**src/rtl/bpsk_awgn_link_if.sv**
```systemverilog
// Byte-wide data bundle of the BPSK/AWGN link: transmit byte in, decided byte out.
// The master drives data_in and the link (slave) returns data_out.
interface bpsk_awgn_link_if;
   logic [7:0] data_in;
   logic [7:0] data_out;

   modport master (output data_in, input data_out);
   modport slave  (input data_in, output data_out);
endinterface

```
**src/rtl/bpsk_awgn_link.sv**
```systemverilog
// 8-lane BPSK link model: antipodal transmitter, shared LFSR-based noise sample,
// hard-decision sign slicer. Two-edge latency, one byte per cycle.
module bpsk_awgn_link #(
   parameter int          AMPLITUDE   = 128,
   parameter int          NOISE_SHIFT = 2,
   parameter logic [31:0] SEED        = 32'hACE12468
) (
   input  logic            clk,
   input  logic            reset,
   bpsk_awgn_link_if.slave link
);

   // An all-zero LFSR would lock up, so a zero seed is replaced by 1.
   localparam logic [31:0]        LFSR_INIT = (SEED == 32'h0000_0000) ? 32'h0000_0001 : SEED;
   localparam logic signed [10:0] SYM_POS   = 11'(AMPLITUDE);
   localparam logic signed [10:0] SYM_NEG   = 11'(-AMPLITUDE);

   function automatic logic [31:0] lfsr_next(input logic [31:0] s);
      return {s[30:0], s[31] ^ s[21] ^ s[1] ^ s[0]};
   endfunction

   function automatic logic signed [10:0] noise_raw(input logic [31:0] s);
      return {3'b000, s[7:0]} + {3'b000, s[15:8]} + {3'b000, s[23:16]}
           + {3'b000, s[31:24]} - 11'd510;
   endfunction

   logic [31:0]        r_lfsr;
   logic signed [10:0] r_noise;
   logic signed [10:0] r_sym    [8];
   logic signed [10:0] w_rxsym  [8];
   logic signed [10:0] w_raw;
   logic [7:0]         r_data_out;

   assign w_raw = noise_raw(r_lfsr);

   always_ff @(posedge clk or posedge reset) begin
      if (reset) begin
         r_lfsr  <= LFSR_INIT;
         r_noise <= 11'sd0;
      end else begin
         r_lfsr  <= lfsr_next(r_lfsr);
         r_noise <= w_raw >>> NOISE_SHIFT;
      end
   end

   always_ff @(posedge clk or posedge reset) begin
      if (reset) begin
         for (int i = 0; i < 8; i++) begin
            r_sym[i] <= 11'sd0;
         end
      end else begin
         for (int i = 0; i < 8; i++) begin
            r_sym[i] <= link.data_in[i] ? SYM_POS : SYM_NEG;
         end
      end
   end

   // One noise sample is shared by all lanes; |sym|+|noise| < 1024 so no wrap.
   always_comb begin
      for (int i = 0; i < 8; i++) begin
         w_rxsym[i] = r_sym[i] + r_noise;
      end
   end

   // Sign slicer: a received value of exactly zero decides as 1.
   always_ff @(posedge clk or posedge reset) begin
      if (reset) begin
         r_data_out <= 8'h00;
      end else begin
         for (int i = 0; i < 8; i++) begin
            r_data_out[i] <= ~w_rxsym[i][10];
         end
      end
   end

   assign link.data_out = r_data_out;

endmodule

```
**src/flat_wrapper.sv**
```systemverilog
// flat-port wrapper written by rule: the top's interface ports become plain ports
module bpsk_awgn_link_flat 
#(
   parameter int          AMPLITUDE   = 128,
   parameter int          NOISE_SHIFT = 2,
   parameter logic [31:0] SEED        = 32'hACE12468
)
  (clk, reset, link_data_in, link_data_out);
  bpsk_awgn_link_if link_i ();
  input  logic clk;
  input  logic reset;
  input wire logic [$bits(link_i.data_in)-1:0] link_data_in;
  output wire logic [$bits(link_i.data_out)-1:0] link_data_out;
  assign link_i.data_in = link_data_in;
  assign link_data_out = link_i.data_out;
  bpsk_awgn_link #(.AMPLITUDE(AMPLITUDE), .NOISE_SHIFT(NOISE_SHIFT), .SEED(SEED)) u_core (.clk(clk), .reset(reset), .link(link_i));
endmodule
```
**config.mk**
```make
export PLATFORM = sky130hd
export DESIGN_NAME = bpsk_awgn_link_flat
export DESIGN_NICKNAME = d
export VERILOG_FILES = /design/src/rtl/bpsk_awgn_link_if.sv /design/src/rtl/bpsk_awgn_link.sv /design/src/flat_wrapper.sv
export SDC_FILE = /design/constraint.sdc
export NUM_CORES = 1
export LEC_CHECK = 0
export CAP_MARGIN = 5
export CORE_MARGIN = 8
export CORE_UTILIZATION = 50
export DETAILED_ROUTE_END_ITERATION = 8
export GPL_ROUTABILITY_DRIVEN = 1
export PLACE_DENSITY_LB_ADDON = 0.08
export SLEW_MARGIN = 10
export SYNTH_ARGS = -nofsm -noshare
export SYNTH_HDL_FRONTEND = slang
export SYNTH_SLANG_ARGS = --single-unit
```
**constraint.sdc**
```tcl
create_clock -name clk -period 8.5 [get_ports clk]
set_clock_uncertainty 0.1 [all_clocks]
set_input_delay 2.55 -clock clk [delete_from_list [all_inputs] [get_ports clk]]
set_output_delay 2.55 -clock clk [all_outputs]
set_load 0.05 [all_outputs]
```
==> results.txt <==
Status: completed
Worst setup SP type: register
Yosys cell types: 26
RSZ-0062 raised after global routing: false
Vias/cell: 4.88
Post-Synthesis Cells: 191
Die Y-Extent: 84.5 um
DR iter-0 viols: 48
Critical-path top delay cell: clkdlybuf4s50_1
Finish-stage setup viols: 0
Wirelength per Cell: 13.3 um
WS Path Type: reg -> out
CP delay by family, top: buffers and inverters
Core area: 0.00463 mm^2
Hold Fails Final Rpt: 0
Top post-synthesis cells by area: dfrtp_1 41%, dfstp_2 15%, ha_1 13%
Layout cell share with drive strength beyond 1: 0.139
Routability cong.: 0.817
N_diodes: 0
Initial Util: 0.507
Nets: 258
Sequential element share of the synthesized area: 0.551
GR Util All Layers: 0.113
EDFF count, synth: 0
Total congestion overflow: 0
Buf+Inv Stages, Crit Path: 1
Critical path arrival: 1.43 ns
First-pass GRT wire length: 6430 um
Longest Clk Path Bufs: 2
Post-Syn Area: 0.00235 mm^2
Drc violations: 0
Final worst path period share: 0.480
Register bit total from synthesis: 51
Sequential share of power: 0.562
H-tree depth: 2
Cell Rows: 25
Worst-skew pair later-pin latency: 0.29 ns
Power per cell area: 165 mW/mm^2
Initial antenna violation count: 0
Post-DP HPWL: 2660 um
Critical path cell sequence: clkdlybuf4s50_1
WL final: 3580 um
Achievable clock frequency: 0.245 GHz
Internal Pwr Total: 349 uW
YS warnings: 0
Vias in the first global route: 1,426
Area delta synth->final: 14.7%
Cts bufs inserted: 5
Main synth FF type: dfrtp_1
Syn nets: 234
Clk root buf: clkbuf_8
Max-slew headroom: 0.331
Final ANT Viol Nets: 0
Reg clk slew, reported paths: 0.09 ns
Largest net degree at the start of global routing: 52
Sw frac: 0.213
Vias: 1,318
Crit-path max FO: 1
Max_cap viols: 0
Die footprint: 0.00714 mm^2
Setup_tns: 0 ns
Worst path max stage delay: 0.79 ns
Worst ir drop on vdd: 0.000112 V
Fill cell count: 354
Yosys top cell by area: dfrtp_1
Synthesized area per cell: 12.3 um^2
# IOs: 18
Fin util: 0.581
Yosys top cell area share: 0.405
Postcts setup bufs: 0
Slew Limit Fails: 0
Net switching power: 94.3 uW
Fin crit period: 4.08 ns
Worst path required time: 5.85 ns
Chip width: 84.5 um
Post-synth ARST share: 1.00
DR pass1 iterations: 4
Leak pwr: 0.00131 uW
CTS Sinks: 51
Worst-Margin Slew: 1.00 ns
Clock Power Share: 0.363
CTS tree: yes
Post-CTS resize count: 0
CTS Hold Bufs: 0
Combinational group share of total power: 0.075
Worst Hold Class: reg -> reg
Setup crit end kind: output pin
Input/output buffers: 17
## sequential cells by signal, indices dropped and copies added, names as in the netlist
register	count
u_core.r_lfsr	32
u_core.r_sym	9
u_core.link.data_out	8
u_core.r_noise	2
## path summary, 6_finish.rpt
check / end / cells past startpoint / start / slack, ns
min in group asynchronous: u_core.link.data_out[3] / 2 / reset / 2.71
worst max register to register: u_core.r_noise[7] / 14 / u_core.r_lfsr[0] / 5.22
worst max-delay path: link_data_out[1] / 1 / u_core.link.data_out[1] / 4.42
max in group asynchronous: u_core.r_lfsr[15] / 2 / reset / 4.96
worst min-delay path: u_core.r_lfsr[23] / 0 / u_core.r_lfsr[22] / 0.27
worst min register to register: u_core.r_lfsr[23] / 0 / u_core.r_lfsr[22] / 0.27
## final cells by class
cell class,count,area [um^2],area share
clock buffers,7,76.3,0.0284
flip-flops and latches,51,1290,0.480
clock inverters,1,30.0,0.0112
well taps,54,67.6,0.0251
inverters,44,165,0.0614
multi-input cells,96,888,0.330
repair buffers,17,170,0.0633
## power groups by stage
stage	Clock, uW	Sequential (uW)	Combinational, uW
6_report	161	249	33.3
3_5_place_dp	0	254	33.9
4_1_cts	164	249	34.0
3_3_place_gp	0	254	33.0
5_1_grt	176	250	36.6
2_1_floorplan	0	264	10.6
## Yosys cell counts, types with 2 or more instances
library cell,number
inv_1,44
fa_1,8
dfrtp_1,38
xor2_1,5
nor2_1,4
a21oi_1,10
o21a_1,4
dfstp_2,13
nand2_1,11
o21ai_0,4
a21o_1,2
nor3_1,3
ha_1,25
mux2_2,7
xnor2_1,2
## logic make-up (layout without fill, tap and decap cells)
group / after synthesis / count (layout) / synth area share
DFF: 51 / 51 / 0.551
buffers and inverters: 44 / 69 / 0.0704
adders and majority gates: 33 / 33 / 0.202
AOI/OAI and AO/OA: 25 / 25 / 0.0672
and+or+nand+nor: 22 / 22 / 0.0443
muxes: 8 / 8 / 0.0379
xor gates and xnor gates: 7 / 7 / 0.0261
other: 1 / 1 / 0.00160
## cell usage in the layout (no fill, tap or decap), types with 2 or more instances in the layout
master	synthesis	layout
fa_1	8	8
clkbuf_8	0	5
a21oi_1	10	10
dfstp_2	13	13
clkdlybuf4s50_1	0	17
a21o_1	2	2
o21a_1	4	4
nor3_1	3	3
xor2_1	5	5
nor2_1	4	4
inv_1	44	43
xnor2_1	2	2
mux2_2	7	7
dfrtp_1	38	38
clkbuf_1	0	2
nand2_1	11	11
o21ai_0	4	4
ha_1	25	25
## per-stage QoR
stage | hold slack (ns) | setup WS [ns] | cells | power (uW) | area (um^2)
floorplan | 0.254 | 4.64 | 191 | 275 | 2350
global route | 0.277 | 4.37 | 270 | 463 | 2690
finish | 0.271 | 4.42 | 270 | 443 | 2690
detailed placement | 0.259 | 4.58 | 262 | 288 | 2580
global placement | 0.256 | 4.63 | 262 | 287 | 2580
CTS | 0.273 | 4.41 | 270 | 448 | 2690
## layer usage
| layer | vias up | track usage | wire (um) |
|---|---|---|---|
| li1 | 646 | - | - |
| met4 | 0 | 0.0518 | 97 |
| met1 | 630 | 0.126 | 1620 |
| met5 | - | 0 | 0 |
| met2 | 31 | 0.191 | 1690 |
| met3 | 11 | 0.0371 | 176 |
Note: power is estimated with default switching activity, not from simulation.
